### src/rtl/harmonic_mix_pkg.sv
// Shared types for the harmonic mix sequencer: FSM states and index-width helper.
package harmonic_mix_pkg;
  localparam int HARMONICS_MAX = 64;

  typedef enum logic [2:0] {
    S_IDLE, S_CLEAR, S_FETCH, S_ISSUE, S_WAIT_LOW, S_WAIT_DONE, S_OUTPUT
  } state_t;

  function automatic int idx_bits_calc(input int n);
    return (n > 2) ? $clog2(n) : 1;
  endfunction
endpackage

### src/rtl/harmonic_level_ram.sv
// Per-harmonic level table: one synchronous write port, one asynchronous read port,
// cleared by reset.
module harmonic_level_ram #(
  parameter int DEPTH = 16,
  parameter int WIDTH = 7,
  parameter int AW    = 4
) (
  input  logic             clock,
  input  logic             reset,
  input  logic             wr_en,
  input  logic [AW-1:0]    wr_addr,
  input  logic [WIDTH-1:0] wr_data,
  input  logic [AW-1:0]    rd_addr,
  output logic [WIDTH-1:0] rd_data
);
  logic [WIDTH-1:0] mem [DEPTH];

  for (genvar i = 0; i < DEPTH; i++) begin : g_entry
    always_ff @(posedge clock) begin
      if (reset)                                  mem[i] <= '0;
      else if (wr_en && wr_addr == AW'(i))        mem[i] <= wr_data;
    end
  end

  always_comb begin
    rd_data = '0;
    for (int i = 0; i < DEPTH; i++)
      if (rd_addr == AW'(i)) rd_data = mem[i];
  end
endmodule

### src/rtl/harmonic_mix_sequencer.sv
// Drives the shared fractional-scaling multiplier over every harmonic of a frame and
// latches the summed mix. Optional macro HARMONIC_SKIP_ZERO_EN skips zero-level harmonics.
module harmonic_mix_sequencer
  import harmonic_mix_pkg::*;
#(
  parameter int HARMONICS    = 16,
  parameter int DIVISOR_BITS = 7,
  parameter int IDX_BITS     = idx_bits_calc(HARMONICS)
) (
  input  logic                    clock,
  input  logic                    reset,
  input  logic                    frame_start,
  input  logic                    level_wr_en,
  input  logic [IDX_BITS-1:0]     level_wr_addr,
  input  logic [DIVISOR_BITS-1:0] level_wr_data,
  output logic                    sample_req,
  output logic [IDX_BITS-1:0]     sample_idx,
  input  logic                    sample_ack,
  input  logic [15:0]             sample_in,
  output logic                    mul_start,
  output logic                    mul_clear,
  output logic [DIVISOR_BITS-1:0] mul_multiple,
  output logic [15:0]             mul_in,
  input  logic                    mul_done,
  input  logic [31:0]             mul_acc,
  output logic [31:0]             mix_out,
  output logic                    mix_valid,
  output logic                    busy,
  output logic                    overrun
);
`ifdef HARMONIC_SKIP_ZERO_EN
  localparam bit SKIP_ZERO = 1'b1;
`else
  localparam bit SKIP_ZERO = 1'b0;
`endif

  state_t                  state;
  logic [DIVISOR_BITS-1:0] level_rd;
  logic                    last, skip_cur;

  harmonic_level_ram #(.DEPTH(HARMONICS), .WIDTH(DIVISOR_BITS), .AW(IDX_BITS)) u_levels (
    .clock   (clock),
    .reset   (reset),
    .wr_en   (level_wr_en),
    .wr_addr (level_wr_addr),
    .wr_data (level_wr_data),
    .rd_addr (sample_idx),
    .rd_data (level_rd)
  );

  assign last     = (sample_idx == IDX_BITS'(HARMONICS - 1));
  assign skip_cur = SKIP_ZERO && (level_rd == '0);

  always_ff @(posedge clock) begin
    if (reset) begin
      state        <= S_IDLE;
      sample_idx   <= '0;
      sample_req   <= 1'b0;
      mul_start    <= 1'b0;
      mul_clear    <= 1'b0;
      mul_multiple <= '0;
      mul_in       <= '0;
      mix_out      <= '0;
      mix_valid    <= 1'b0;
      busy         <= 1'b0;
      overrun      <= 1'b0;
    end else begin
      mul_start <= 1'b0;
      mul_clear <= 1'b0;
      mix_valid <= 1'b0;
      // busy already covers the OUTPUT and mix_valid cycles, so one test catches every overrun
      if (frame_start && busy) overrun <= 1'b1;

      case (state)
        S_IDLE: begin
          if (frame_start && !busy) begin
            state      <= S_CLEAR;
            mul_clear  <= 1'b1;
            sample_idx <= '0;
            busy       <= 1'b1;
          end else begin
            busy <= 1'b0;
          end
        end
        S_CLEAR: begin
          state      <= S_FETCH;
          sample_req <= !SKIP_ZERO;
        end
        S_FETCH: begin
          if (skip_cur) begin
            sample_req <= 1'b0;
            if (last) state <= S_OUTPUT;
            else      sample_idx <= sample_idx + 1'b1;
          end else if (sample_req && sample_ack) begin
            sample_req   <= 1'b0;
            mul_in       <= sample_in;
            mul_multiple <= level_rd;
            mul_start    <= 1'b1;
            state        <= S_ISSUE;
          end else begin
            sample_req <= 1'b1;
          end
        end
        S_ISSUE: state <= S_WAIT_LOW;
        S_WAIT_LOW: if (!mul_done) state <= S_WAIT_DONE;
        S_WAIT_DONE: begin
          if (mul_done) begin
            if (last) begin
              state <= S_OUTPUT;
            end else begin
              state      <= S_FETCH;
              sample_idx <= sample_idx + 1'b1;
              sample_req <= !SKIP_ZERO;
            end
          end
        end
        // mul_acc settles as done rises, so it is sampled one cycle after WAIT_DONE
        S_OUTPUT: begin
          mix_out   <= mul_acc;
          mix_valid <= 1'b1;
          state     <= S_IDLE;
        end
        default: state <= S_IDLE;
      endcase
    end
  end
endmodule

### config.mk
export PLATFORM = sky130hd
export DESIGN_NAME = harmonic_mix_sequencer
export DESIGN_NICKNAME = d
export VERILOG_FILES = /design/src/rtl/harmonic_mix_pkg.sv /design/src/rtl/harmonic_level_ram.sv /design/src/rtl/harmonic_mix_sequencer.sv
export SDC_FILE = /design/constraint.sdc
export NUM_CORES = 1
export LEC_CHECK = 0
export CORE_ASPECT_RATIO = 0.75
export CORE_MARGIN = 1
export CORE_UTILIZATION = 53
export CTS_BUF_LIST = sky130_fd_sc_hd__clkbuf_4 sky130_fd_sc_hd__clkbuf_8
export CTS_CLUSTER_DIAMETER = 200
export DETAILED_ROUTE_END_ITERATION = 10
export PLACE_DENSITY = 0.91
export SLEW_MARGIN = 25
export SYNTH_ARGS = -nofsm -noshare
export SYNTH_HDL_FRONTEND = slang
export SYNTH_SLANG_ARGS = --single-unit
### constraint.sdc
create_clock -name clock -period 2.5 [get_ports clock]
set_input_delay 0.375 -clock clock [delete_from_list [all_inputs] [get_ports clock]]
set_output_delay 0.375 -clock clock [all_outputs]
set_load 0.005 [all_outputs]
After elaboration in Yosys (flattened, before gate mapping) --
Memory sizes are Yosys's and may differ from the RTL's. Index checks and enable logic that the tools add are counted.
Storage, ports and cells: word-level logic and storage cells 202, RAM bits 112, output and inout port bits 65, memories kept 1, register bits after elaboration 68, input bits 65
Cells by class: muxes and demuxes 99, eq/ne operators 41, add/subtract/negate cells 1, bitwise logic cells 18, reductions and logical operators 31
Memory list:
- u_levels.mem | words 16, bits a word 7, rd ports 16, clocked after memory_dff 0, wr ports 16, line harmonic_level_ram.sv:16 | logic [WIDTH-1:0] mem [DEPTH];
Operator list (number):
- $mux 7 | 32
- $eq 4x4->1 const B | 16
- $mux 1 | 56
- $eq 4x3->1 const B | 8
- $logic_and 1x1->1 | 19
- $pmux 3 s6 | 1
- $eq 4x2->1 const B | 4
- $or 1x1->1 | 16
- $mux 3 | 5
- $mux 4 | 3
- $ne 2x2->1 const B | 5
- $eq 3x3->1 const B | 3
- $eq 4x1->1 const B | 2
- $logic_not 4->1 | 2
- $pmux 4 s2 | 1
- $reduce_and 4->1 | 2
- $eq 3x2->1 const B | 2
- $add 4x1->4 const B | 1
- $reduce_or 2->1 | 2
- $eq 3x1->1 const B | 1
- $logic_not 3->1 | 1
- $pmux 1 s3 | 1
- $reduce_and 3->1 | 1
- $reduce_bool 3->1 | 1
- other kinds (4) | 5

Longest topological paths before layout --
Gate-level depths: netlist (run 1).
word-level depth 17, depth in mapped cells 9, mapped depth without buffers 7

Hierarchy --
A second synthesis (run 1) with hierarchy kept.
Second synthesis, totals: cells, all modules 768, area total of the unflattened synthesis 8117.8 µm²
Modules (own cells, without submodules):
- harmonic_level_ram | area an instance 5549.1 µm², cells each 450, times used 1, sequential area each 3363.2 µm²
- harmonic_mix_sequencer | area an instance 2568.7 µm², cells each 318, times used 1, sequential area each 1361.3 µm²

Least setup slack after synthesis (run 1) --
No wires, ideal clock.
path type reg-to-reg, start point reg sample_idx[0], end point reg mul_multiple[5], data required time 2370 ps, clock period less this slack 1894 ps, setup time 130 ps, cell stages (with the launch flop) 10, slack 606 ps, arrival 1764 ps, path buffers 2, cells stage by stage dfxtp_1 > inv_1 > ha_1 > buf_6 > and2b_4 > buf_6 > a221oi_1 > o21ai_0 > a221oi_2 > o22ai_1
Between the ends: cells in the longest elaborated chain, start to end 17, elaborated cells on any way between the ends 32, those cells by class eq/ne: 15; mux: 16; reduce/logical: 1
RTL lines:
- start: declaration | line harmonic_mix_sequencer.sv:17 | output logic [IDX_BITS-1:0] sample_idx,
- start signal: assignment | line harmonic_mix_sequencer.sv:93 | else sample_idx <= sample_idx + 1'b1;
- start signal: assignment | line harmonic_mix_sequencer.sv:112 | sample_idx <= sample_idx + 1'b1;
- $logic_not 4->1 | line harmonic_level_ram.sv:28 | if (rd_addr == AW'(i)) rd_data = mem[i];
- $mux 7 (15 in a row) | line harmonic_level_ram.sv:28
- $mux 7 (*) | line harmonic_level_ram.sv:28
- end signal: assignment | line harmonic_mix_sequencer.sv:97 | mul_multiple <= level_rd;
- end: declaration | line harmonic_mix_sequencer.sv:22 | output logic [DIVISOR_BITS-1:0] mul_multiple,
Mark *: on every way between the ends. The rest lies on a longest branch, timed or not. A chain may end at the register's enable or synchronous reset.

Worst setup path after layout (run 1) --
start point reg sample_idx[0], end point reg mul_multiple[1]
The elaborated chain is that of the path after synthesis.

==> reports/metrics.cfg, run 1 <==
[run_status]
status = finished clean

[flow_run]
maxCapViolCount = 0

[clocking]
cts_setup_buffers = 0
ctsLongestPathBuffers = 2
cts.htree.levels = 4
numCtsBuffers = 17
clk_pin_slew_ns = 0.10
clock_sinks = 180
ctsRootBufferMaster = clkbuf_8
cts_tree = built
insertion_delay_ns = 0.46

[timing]
hold_viol = 0
setup_viol = 0
rsz0062_at_grt = no
slew_viol_final = 0
finalCriticalPeriod_ns = 2.35
worst_slew_pin_slew_ns = 0.815
relSlewSlack_pct = 45.5
fin_crit_sh_pct = 94.0
skew_ns = 0.0140
tns_ns = 0
holdWs_ns = 0.448
fmax_ghz = 0.425

[cells_and_area]
fin_nets = 970
nFillCells = 1073
multi_input_area_sq_um = 3070
register_area_sq_um = 4720
antenna_cells = 0
fin_cells = 1114
area_growth_syn_to_layout_pct = 23.8
fin_area_sq_um = 10000
drive_above_1_share_pct = 8.75

[floorplan]
dieArea_sq_um = 15800
io-pin-count = 130
rows = 38
fp.dieW_um = 145
die_h_um = 109
core_sq_um = 14700
floorplan.initialDensity_pct = 55.1

[logic_synthesis]
synth_seq_area_share_pct = 58.4
synth-main-ff-cell = edfxtp_1
synthCells = 773
netlist_area_sq_um = 8090
synthDistinctLibCells = 62
async_reset_ff_share_pct = 0
synth_seq_cells = 180
synth_warnings = 0
synth-edff-count = 112
synth.avg_cell_area_sq_um = 10.5
syn_nets = 842

[detailed_routing]
avgViaCountPerCell = 5.88
vias = 6550
dr.pass1.iters = 7
drc = 0
wl_per_cell_um = 19.6
drt_iter0_drc = 867
ant_nets = 0
wirelength_um = 21900

[global_route]
antenna_found_initial = 0
grt_pass1_wl_um = 32600
grt_max_degree = 50
grt_pass1_vias = 6002
grt.overflow.total = 0
grt.total_usage_pct = 28.1

[power]
p_leak_uw = 0.00343
peakVddDrop_v = 0.000358
power_density_nw_per_um2 = 574

[setup_path]
crit_path_end_kind = flop
worst-path-max-fanout = 13
worstSetupPathType = flop to flop
required_ns = 2.89
crit_arrival_ns = 2.74
cp-start-kind = flop

[place]
gp_congestion = 0.952
dp_cells = 1082
io_buffers = 129
placed_area_sq_um = 9650
dp.final_hpwl_um = 14900

[hold_path]
min_path_type = primary input to flop

## synth_stat cells, types with 4 or more instances
library cell / number / area (sq um)
nand2_1: 117 / 439
and2_1: 112 / 701
edfxtp_1: 112 / 3360
a21oi_1: 75 / 375
dfxtp_1: 68 / 1360
nor2_1: 40 / 150
clkbuf_1: 28 / 105
buf_2: 19 / 95.1
o21ai_0: 19 / 95.1
o22ai_1: 18 / 113
o21bai_1: 15 / 113
a22oi_1: 13 / 97.6
nand2b_1: 10 / 62.6
nor3_1: 9 / 45.0
a211oi_1: 7 / 52.6
o221ai_1: 7 / 61.3
a221oi_1: 6 / 52.6
a211o_1: 5 / 43.8
nand3_1: 5 / 25.0
a31oi_1: 4 / 25.0
buf_4: 4 / 30.0
buf_6: 4 / 45.0
ha_1: 4 / 50.1
inv_1: 4 / 15.0
nor2b_1: 4 / 25.0
## timing repair
| item | in CTS | in global routing |
|---|---|---|
| setup endpoints to repair | 0 | 1 |
| resized for setup | 0 | 1 |
| hold buffers | 0 | 0 |
## cell families after synthesis
group	synth area share [%]
buffers and inverters	3.68
xor gates and xnor gates	0.325
AOI/OAI and AO/OA	16.0
and+or+nand+nor	20.8
muxes	0.139
adders and majority gates	0.618
DFF	58.4
## report_power, final
group	leakage, uW	total (uW)	switching, uW	internal, uW
clock network	0.000196	1870	1130	744
registers	0.00162	3390	96.5	3290
logic	0.00161	494	247	247
## path summary, 6_finish.rpt
| kind | endpoint | slack, ns | startpoint | depth (start not counted) |
|---|---|---|---|---|
| max | mul_multiple[1] | 0.15 | sample_idx[0] | 8 |
| min | mix_out[8] | 0.45 | mul_acc[8] | 3 |
| max reg2reg | mul_multiple[1] | 0.15 | sample_idx[0] | 8 |
| min reg2reg | mul_in[1] | 0.46 | mul_in[1] | 2 |
## placed cells by master (no fill, tap or decap), types with 7 or more instances in the layout
cell | synthesis | final
a211oi_1 | 7 | 7
a21oi_1 | 75 | 75
a22oi_1 | 13 | 13
and2_1 | 112 | 112
buf_4 | 4 | 31
clkbuf_8 | 0 | 18
clkdlybuf4s50_1 | 0 | 128
dfxtp_1 | 68 | 68
edfxtp_1 | 112 | 112
nand2_1 | 117 | 117
nand2b_1 | 10 | 10
nor2_1 | 40 | 40
nor3_1 | 9 | 9
o21ai_0 | 19 | 19
o21bai_1 | 15 | 15
o221ai_1 | 7 | 7
o22ai_1 | 18 | 18
## per-stage QoR
step / utilization [%] / setup slack [ns] / power (uW)
finish: 68.2 / 0.150 / 5750
global route: 68.2 / 0.00663 / 5930
CTS: 68.2 / 0.229 / 5750
detailed placement: 65.7 / 0.251 / 3930
global placement: 65.7 / 0.300 / 3920
floorplan: - / 0.606 / 3640
## worst max-delay path, stage by stage, from the launching register on
cell	delay, ns
dfxtp_1	0.37
inv_1	0.14
ha_1	0.34
buf_4	0.27
a22oi_1	0.11
a211o_1	0.31
a221oi_2	0.29
o2111ai_1	0.24
a31oi_1	0.20
## layer usage
layer	up-vias	GRT usage, %	share of wire, %
met5	-	0	0
met4	0	9.47	2.7
met1	3091	37.3	40
met2	370	45.8	47
met3	65	6.28	11
li1	3024	-	-
## area by class of cell
cell class	count	share of cell area, %
Tap cell	200	2.50
Inverter	6	0.225
Clock inverter	14	1.11
Timing Repair Buffer	164	15.9
Sequential cell	180	47.2
Multi-Input combinational cell	532	30.7
Clock buffer	18	2.47
## registers in the layout (all words and copies together) (netlist names)
name          flops
state             3
mix_out          32
mix_valid         1
mul_multiple      7
mul_start         1
u_levels.mem    112
sample_req        1
mul_clear         1
mul_in           16
overrun           1
busy              1
sample_idx        4
Note: power is estimated with default switching activity, not from simulation.
==> inputs of run 2 (changes only) <==
--- a/config.mk
+++ b/config.mk
@@ -15,4 +15,5 @@
 export SLEW_MARGIN = 25
 export SYNTH_ARGS = -nofsm -noshare
 export SYNTH_HDL_FRONTEND = slang
+export SYNTH_HIERARCHICAL = 1
 export SYNTH_SLANG_ARGS = --single-unit
==> reports/metrics.cfg, run 2 <==
[clocking]
ctsLongestPathBuffers = 2  ; unchanged
clk_pin_slew_ns = 0.11  ; was 0.10 ns
numCtsBuffers = 17  ; unchanged
cts.repair.resized = 0  ; unchanged
clock_sinks = 180  ; unchanged
ctsRootBufferMaster = clkbuf_8  ; unchanged
cts_tree = built  ; unchanged
cts_hold_buf = 0  ; unchanged
cts_setup_buffers = 0  ; unchanged
insertion_delay_ns = 0.49  ; was 0.46 ns
cts.htree.levels = 4  ; unchanged

[timing]
finalCriticalPeriod_ns = 2.33  ; was 2.35 ns
tns_ns = 0  ; unchanged
slew_viol_final = 0  ; unchanged
rsz0062_at_grt = no  ; unchanged
fmax_ghz = 0.428  ; was 0.425 GHz
worst_slew_pin_slew_ns = 0.902  ; was 0.815 ns
setup_viol = 0  ; unchanged
fin_crit_sh_pct = 93.4  ; was 94.0%
hold_viol = 0  ; unchanged
relSlewSlack_pct = 39.9  ; was 45.5%
skew_ns = 0.0159  ; was 0.0140 ns

[setup_path]
required_ns = 2.12  ; was 2.89 ns
r2r_cells = 8  ; unchanged
ff2ff_setup_slack_ns = 0.24  ; was 0.15 ns
cpPeakStageDelay_ns = 0.57  ; was 0.37 ns
crit_arrival_ns = 1.96  ; was 2.74 ns
cp-start-kind = flop  ; unchanged
cp_cell_sequence = buf_4 -> clkdlybuf4s50_1  ; was inv_1 -> ha_1 -> buf_4 -> a22oi_1 -> a211o_1 -> a221oi_2 -> o2111ai_1 -> a31oi_1
critPathSlowestCell = dfxtp_1  ; unchanged
worst-path-max-fanout = 18  ; was 13
crit_path_end_kind = output port  ; was flop
worstSetupPathType = flop to output port  ; was flop to flop

[hold_path]
min_path_type = primary input to flop  ; unchanged
holdPathStages = 3  ; unchanged

[floorplan]
dieArea_sq_um = 15800  ; about the same
io-pin-count = 130  ; unchanged
rows = 38  ; unchanged
die_h_um = 109  ; about the same
floorplan.initialDensity_pct = 55.3  ; was 55.1%
fp.dieW_um = 145  ; about the same
core_sq_um = 14700  ; unchanged

[detailed_routing]
avgViaCountPerCell = 5.78  ; was 5.88
wl_per_cell_um = 19.1  ; was 19.6 um
wl_met3_um = 2470  ; was 2300 um
wirelength_um = 21100  ; was 21900 um
drt_iter0_drc = 684  ; was 867
top_layer = met4  ; unchanged
dr.pass1.iters = 5  ; was 7
ant_nets = 0  ; unchanged
wl_met2_um = 9550  ; was 10200 um
drc = 0  ; unchanged
wl_met1_um = 8810  ; was 8740 um
vias = 6379  ; was 6550

[logic_synthesis]
synth_top_cell_by_area = edfxtp_1  ; unchanged
synth_seq_cells = 180  ; unchanged
synth_warnings = 6  ; was 0
synth-edff-count = 112  ; unchanged
synth.avg_cell_area_sq_um = 10.6  ; was 10.5 sq um
synth_most_common_cell = nand2_1  ; unchanged
async_reset_ff_share_pct = 0  ; unchanged
netlist_area_sq_um = 8120  ; was 8090 sq um
syn_nets = 834  ; was 842
synthTopCellsByCount = nand2_1, and2_1, edfxtp_1  ; unchanged
synth_top_area_share_pct = 41.4  ; was 41.6%
synth_seq_area_share_pct = 58.2  ; was 58.4%
synth_area_leaders = edfxtp_1, dfxtp_1, and2_1, nand2_1, a21oi_1  ; unchanged
synthCells = 768  ; was 773
synth-main-ff-cell = edfxtp_1  ; unchanged
synthDistinctLibCells = 61  ; was 62

[power]
power_switching_uw = 1630  ; was 1470 uW
p_leak_uw = 0.00339  ; was 0.00343 uW
power_density_nw_per_um2 = 602  ; was 574 nW/um^2
p_seq_share_pct = 56.9  ; was 58.9%
p_clk_share_pct = 32.5  ; about the same
switching_share_pct = 27.2  ; was 25.6%
peakVddDrop_v = 0.000605  ; was 0.000358 V
p_total_uw = 6010  ; was 5750 uW
p_comb_share_pct = 10.6  ; was 8.6%
power.internal_uw = 4380  ; was 4280 uW

[global_route]
grt_pass1_wl_um = 32600  ; about the same
grt.total_usage_pct = 27.3  ; was 28.1%
grt_max_degree = 88  ; was 50
antenna_found_initial = 0  ; unchanged
grt.overflow.total = 0  ; unchanged
grt_pass1_vias = 5945  ; was 6002

[cells_and_area]
biggestRegsByFlops = u_levels/mem: 112 flops, mix_out: 32 flops, mul_in: 16 flops  ; was u_levels.mem: 112 flops, mix_out: 32 flops, mul_in: 16 flops
drive_above_1_share_pct = 9.07  ; was 8.75%
final_common_cell = nand2_1  ; was clkdlybuf4s50_1
largest_register_ff_count = 112  ; unchanged
antenna_cells = 0  ; unchanged
area_growth_syn_to_layout_pct = 23.1  ; was 23.8%
regMostFlops = u_levels/mem  ; was u_levels.mem
mostFrequentLayoutCells = nand2_1, clkdlybuf4s50_1, and2_1  ; was clkdlybuf4s50_1, nand2_1, and2_1, edfxtp_1, a21oi_1
fin_nets = 957  ; was 970

[place]
gp_congestion = 0.885  ; was 0.952
dp.final_hpwl_um = 14500  ; was 14900 um
io_buffers = 129  ; unchanged

[flow_run]
maxCapViolCount = 0  ; unchanged

[run_status]
status = finished clean  ; unchanged

run 2: cell families (layout without fill, tap and decap cells):
kind of cell             count (synthesis)  count (layout)  synth area share [%]
AND/OR/NAND/NOR                        332             332                  20.8
flip-flops                             180             180                  58.2
AO/OA/AOI/OAI                          173             173                  13.0
buffers and inverters                   60             196                  4.02
multiplexers                            22              22                  3.85
adder cells (fa/ha/maj)                  1               1                 0.154
run 2: final cells by class:
| cell class | count | area (sq um) |
|---|---|---|
| Tap cell | 200 | 250 |
| Inverter | 8 | 30.0 |
| Clock buffer | 17 | 234 |
| Clock inverter | 15 | 154 |
| Timing Repair Buffer | 156 | 1530 |
| Sequential cell | 180 | 4730 |
| Multi-Input combinational cell | 528 | 3070 |
| Fill cell | 1060 | 4700 |
run 2: worst max-delay path, delay by kind of cell, from the launching register on:
kind     cells  cell delay, ns
buf+inv      2            0.90
flops        1            0.57
run 2: power by group through the flow:
stage	sequential [uW]	clock, uW	combinational [uW]
5_1_grt	3440	2110	680
6_report	3420	1950	636
3_3_place_gp	3480	0	613
2_1_floorplan	3420	0	370
4_1_cts	3420	1970	635
3_5_place_dp	3490	0	632
run 2: per-stage QoR:
stage	hold WS [ns]	std cells	utilization, %	cell area, sq um	worst slack, ns
6_report	0.424	1104	68.0	9990	0.166
3_5_place_dp	0.446	1072	65.4	9600	0.314
3_3_place_gp	0.440	1072	65.4	9600	0.343
5_1_grt	0.415	1104	68.0	9990	0.0492
4_1_cts	0.409	1104	68.0	9990	0.145
2_1_floorplan	0.453	768	-	8120	0.859
run 2: routing by layer:
layer  vias up  global-route usage [%]
met2       393                    41.7
li1       2944                       -
met1      3012                    38.4
met5         -                       0
met3        30                    7.74
met4         0                    6.53
run 2: worst paths after layout:
check,start,to
setup / recovery,sample_idx[1],sample_idx[1]
hold / removal,mul_acc[31],mix_out[31]
setup reg to reg,sample_idx[1],mul_multiple[0]
hold reg to reg,mul_in[1],mul_in[1]
==> RTL edit 1, RTL diff (config.mk and constraints of run 2) <==
Set the parameter `DIVISOR_BITS` to 14 (it was 7).
--- a/src/rtl/harmonic_mix_sequencer.sv
+++ b/src/rtl/harmonic_mix_sequencer.sv
@@ -5,5 +5,5 @@
 #(
   parameter int HARMONICS    = 16,
-  parameter int DIVISOR_BITS = 7,
+  parameter int DIVISOR_BITS = 14,
   parameter int IDX_BITS     = idx_bits_calc(HARMONICS)
 ) (
Interface: changed (resized level_wr_data and mul_multiple); port bits go from 130 to 144. The function was not compared with the original's and may differ.
==> RTL edit 1 against run 2 <==
  * Core utilization fell by 2.3 points
  * Sequential cell count rose by 119
  * Synthesized cell count rose by 61%
  * Clock power rose by 100%
  * Combinational power rose by 35%
  * Die area grew 70%
  * Synthesized area up 72%
  * Wire length up 81%
  * Design area increased by 67%
  * Register-to-register slack worse by 70 ps
  * Worst setup slack gained 7.4 ps
  * Critical path depth increased by 7
  * Total power grew 76%
  * Critical path type is now reg -> reg
  * Largest cell class unchanged
  * Highest routed layer unchanged
==> RTL edit 1: results (changes against run 2) <==
CTS
  – Clock Tree Buf Depth: 3 (+1)
  – Cts bufs inserted: 45 (+28)
  – Cell at the root of the clock tree: sky130_fd_sc_hd__clkbuf_8
  – Clk Latency, worst-skew pair: 570 ps (+80 ps)
  – Maximum level of the CTS H-tree: 2 (-2)
  – CTS clk-pin slew, worst paths: 60 ps (-50 ps)
  – Post-CTS Setup Inserts: 0 (unchanged)
  – Number of gates resized after CTS: 0 (unchanged)

Synthesis
  – Number of distinct library cells after synthesis: 73 (+20%)
  – Register area share after synthesis: 59.1% (+0.88 points)
  – Area contributors post-synth: sky130_fd_sc_hd__edfxtp_1 (48%), sky130_fd_sc_hd__dfxtp_1 (11%), sky130_fd_sc_hd__and2_1 (10%), sky130_fd_sc_hd__nand2_1 (4.1%), sky130_fd_sc_hd__a21oi_1 (3.6%)
  – Count of flip-flops with a built-in enable after synthesis: 224 (+100%)
  – Ranking of synthesized cells by instance count: sky130_fd_sc_hd__and2_1 (224), sky130_fd_sc_hd__edfxtp_1 (224), sky130_fd_sc_hd__nand2_1 (153)
  – Mapped Nets: 1310 (+57%)

Worst setup path
  – Critical Path AT: 2820 ps (+860 ps)
  – CP max-delay cell: sky130_fd_sc_hd__dfxtp_4
  – Top fanout value on the critical path: 21 (+3)
  – Startpoint of the worst setup timing path: sample_idx[0]
  – Peak per-stage delay on the critical path: 510 ps (-60 ps)
  – FF-to-FF setup slack: 170 ps (-70 ps)
  – Cell family with most CP delay: compound AO/OA/AOI/OAI gates

Finish
  – Ratio of cells with drive above 1 in the final layout: 13.6% (+4.6 points)
  – Number of inserted filler cells in the final layout: 1857 (+75%)
  – Total Nets Final: 1469 (+54%)

Power and ir drop
  – Static leakage power: 0.00576 µW (+70%)
  – Maximum VDD drop: 0.377 mV (-38%)

Detailed routing
  – Final Routed Wirelength: 38.1 mm (+81%)
  – Iteration-0 DRC count of the detailed router: 1451 (+110%)
  – Initial DRT Pass Iterations: 7 (+2)
  – Vias after detailed routing: 10700 (+68%)

Placement
  – Gpl congestion: 0.940 (+6.3%)
  – Setup slack after placement: 283 ps (-31.0 ps)
  – Count of port buffers added during placement: 143 (+11%)
  – Estimated wirelength of the detail-placed design: 26.3 mm (+82%)

STA
  – Clock Skew: 30.9 ps (+15.0 ps)
  – WHS: 361 ps (-62.4 ps)
  – Measured slew at the worst slew-check pin: 1040 ps (+136 ps)
  – Peak Freq: 0.430 GHz (+0.32%)

GRT
  – Via count of the first global-routing pass: 10357 (+74%)
  – Wire length of the first global-routing pass: 57.4 mm (+76%)
  – Maximum number of pins on one net before global-route repair: 95 (+8.0%)

Worst hold path
  – Hold path start: mul_acc[7]

Status
  – Outcome: finished, final reports clean
[RTL edit 1: cell families (layout without fill, tap and decap cells)]
kind of cell / after synthesis / count (layout) / synth area share [%]
compound gates: 273 / 273 / 13.0
fa+ha+maj: 1 / 1 / 0.0898
buf+inv: 112 / 305 / 4.24
flops: 299 / 299 / 59.1
mux: 57 / 57 / 4.78
simple gates: 495 / 495 / 18.8
[RTL edit 1: cell type report]
class | count | area [µm²] | share of cell area, %
clock inverters | 11 | 66.3 | 0.397
inverters | 10 | 37.5 | 0.225
well taps | 338 | 423 | 2.53
multi-input cells | 826 | 5110 | 30.6
clock buffers | 70 | 838 | 5.02
repair buffers | 214 | 1980 | 11.9
flip-flops and latches | 299 | 8240 | 49.3
[RTL edit 1: metal layers]
layer,vias up,GRT usage (%),wire length (µm)
li1,4746,-,-
met1,5124,37.7,15100
met2,728,44.3,17200
met3,102,7.94,4980
met4,0,7.64,824
met5,-,0,0
[RTL edit 1: final timing paths]
check / to / depth (start not counted)
worst min register to register: mix_out[7] / 2
worst min-delay path: mix_out[7] / 3
worst max-delay path: mul_multiple[0] / 9
worst max register to register: mul_multiple[0] / 9
[RTL edit 1: metrics by stage]
step	power [µW]	cells	instance area, µm²
finish	10600	1768	16700
global route	10900	1768	16700
CTS	10600	1768	16700
detailed placement	6690	1687	15800
global placement	6650	1687	15800
floorplan	6280	1237	13900
[RTL edit 1: where the power goes]
group	switching [µW]	leakage, µW	total [µW]	internal, µW
Sequential	150	0.00275	5750	5600
Clock	1840	0.000483	3980	2140
Combinational	466	0.00253	860	394
==> RTL edit 2, RTL diff (settings of run 2) <==
Made on the original files. Make the reset (`reset`) asynchronous in 2 clocked blocks.
--- a/src/rtl/harmonic_level_ram.sv
+++ b/src/rtl/harmonic_level_ram.sv
@@ -17,5 +17,5 @@
 
   for (genvar i = 0; i < DEPTH; i++) begin : g_entry
-    always_ff @(posedge clock) begin
+    always_ff @(posedge clock or posedge reset) begin
       if (reset)                                  mem[i] <= '0;
       else if (wr_en && wr_addr == AW'(i))        mem[i] <= wr_data;
--- a/src/rtl/harmonic_mix_sequencer.sv
+++ b/src/rtl/harmonic_mix_sequencer.sv
@@ -52,5 +52,5 @@
   assign skip_cur = SKIP_ZERO && (level_rd == '0);
 
-  always_ff @(posedge clock) begin
+  always_ff @(posedge clock or posedge reset) begin
     if (reset) begin
       state        <= S_IDLE;
Check against the original RTL: differs if reset is asserted again (counterexample within 4 cycles, from zero or initial values and one cycle with reset high); with reset held inactive, the same outputs for 10 cycles.
==> RTL edit 2 against run 2 <==
  * Global-route usage decreased by 0.13 points
  * Sequential share of layout area decreased by 3.3 points
  * Design area increased by 2.6%
  * Worst setup slack got worse by 2.6 ps
  * Critical endpoint unchanged
  * Sequential cell count unchanged
  * Synthesized area increased by 3.2%
  * Wire length increased by 0.37%
  * Largest cell class unchanged
Power is not compared: it rests on default switching activity, and its combinational part moved more than twofold at a synthesized area within 25%.
==> RTL edit 2: results (changes against run 2) <==
Placement
  – Estimated wirelength of the detail-placed design: 15.0 mm (+3.7%)
  – Area of placed instances: 0.00984 mm² (+2.5%)
  – Gpl congestion: 0.875 (-1.1%)
  – Setup slack after placement: 224 ps (-90.0 ps)
  – Count of port buffers added during placement: 129 (unchanged)

STA
  – Peak Freq: 0.428 GHz (-0.11%)
  – Max-slew headroom: 42.1% (+2.2 points)
  – Clock Skew: 16.6 ps (+0.716 ps)

Worst setup path
  – Critical Path AT: 1960 ps (about the same)
  – Worst reg2reg startpoint: sample_idx[1]
  – FF-to-FF setup slack: 180 ps (-60 ps)
  – Critical R2R Capture: mul_multiple[3]
  – Depth of the worst register-to-register path: 6 (-2)
  – Top fanout value on the critical path: 20 (+2)
  – CP max-delay cell: sky130_fd_sc_hd__dfrtp_2
  – Peak per-stage delay on the critical path: 620 ps (+50 ps)
  – Cell family with most CP delay: buffers and inverters

CTS
  – Cts bufs inserted: 17 (unchanged)
  – Clk Latency, worst-skew pair: 460 ps (-30 ps)
  – Clock Tree Buf Depth: 2 (unchanged)
  – CTS clk-pin slew, worst paths: 80 ps (-30 ps)
  – Post-CTS Setup Inserts: 0 (unchanged)
  – Maximum level of the CTS H-tree: 4 (unchanged)

Finish
  – Total Nets Final: 822 (-14%)
  – Registers with the most flip-flops: u_levels/mem: 112 flops, mix_out: 32 flops, mul_in: 16 flops
  – Number of inserted filler cells in the final layout: 1100 (+3.8%)
  – Combined flip-flop and latch cell area: 0.00451 mm² (-4.6%)
  – Ratio of cells with drive above 1 in the final layout: 30.5% (+21 points)
  – Number of diodes added for antenna fixing: 0 (unchanged)

Synthesis
  – Area contributors post-synth: sky130_fd_sc_hd__dfrtp_1 (54%), sky130_fd_sc_hd__mux2_2 (17%), sky130_fd_sc_hd__mux2_4 (5.7%), sky130_fd_sc_hd__mux2_1 (1.7%), sky130_fd_sc_hd__mux2i_1 (1.6%)
  – Mapped Nets: 696 (-17%)
  – Share of synthesized flip-flops with an asynchronous set or reset: 100% (+100 points)
  – Number of synthesis warnings: 6 (unchanged)
  – Register area share after synthesis: 53.8% (-4.4 points)
  – Number of distinct library cells after synthesis: 59 (-3.3%)
  – Ranking of synthesized cells by instance count: sky130_fd_sc_hd__dfrtp_1 (180), sky130_fd_sc_hd__mux2_2 (127), sky130_fd_sc_hd__mux2_4 (32)

Detailed routing
  – DR vias/cell: 6.10 (+5.6%)
  – Number of remaining DRC errors: 0 (unchanged)
  – Initial DRT Pass Iterations: 6 (+1)
  – WL per Instance: 21.8 µm (+14%)
  – Iteration-0 DRC count of the detailed router: 637 (-6.9%)

Status
  – Outcome: finished, final reports clean

GRT
  – Overall fraction of global-route tracks in use: 27.1% (-0.13 points)
  – Maximum number of pins on one net before global-route repair: 74 (-16%)
  – Via count of the first global-routing pass: 6067 (+2.1%)
  – Wire length of the first global-routing pass: 33.8 mm (+3.7%)

Worst hold path
  – Worst min-delay path category: in -> async
RTL edit 2: logic make-up after synthesis:
logic type	after synthesis	synth area share (%)
AOI/OAI and AO/OA	98	8.23
buffers and inverters	51	3.52
xor gates and xnor gates	2	0.209
and+or+nand+nor	110	7.21
DFF	180	53.8
adders and majority gates	1	0.149
muxes	188	26.9
RTL edit 2: worst min-delay path by stage:
stage	end	slack, ps	depth (start not counted)
floorplan	overrun	450	1
global placement	overrun	450	1
detailed placement	overrun	450	1
CTS	u_levels/mem[46]	220	2
global route	u_levels/mem[46]	230	2
finish	u_levels/mem[44]	250	2
RTL edit 2: where the power goes:
group / leakage (µW) / internal (µW) / total (µW) / switching (µW)
sequential: 0.00218 / 3850 / 4460 / 612
clock: 0.000205 / 1050 / 2030 / 982
combinational: 0.00195 / 2110 / 3300 / 1190
total: 0.00433 / 7010 / 9790 / 2790
RTL edit 2: final cells by class:
cell class              count  area share, %
clock buffers              21           2.70
inverters                  10          0.403
clock inverters             9           1.26
well taps                 205           2.50
multi-input cells         399           34.9
flip-flops and latches    180           44.0
repair buffers            148           14.2
RTL edit 2: metal layers:
layer | global-route usage, % | routed length (µm)
met3 | 7.37 | 1890
met2 | 41.8 | 9840
met4 | 8.18 | 457
met5 | 0 | 0
met1 | 37.6 | 8970
RTL edit 2: metrics by stage:
| step | hold slack, ps | cells |
|---|---|---|
| 3_5_place_dp | 446 | 942 |
| 5_1_grt | 233 | 972 |
| 6_report | 251 | 972 |
| 2_1_floorplan | 451 | 630 |
| 3_3_place_gp | 447 | 942 |
| 4_1_cts | 224 | 972 |
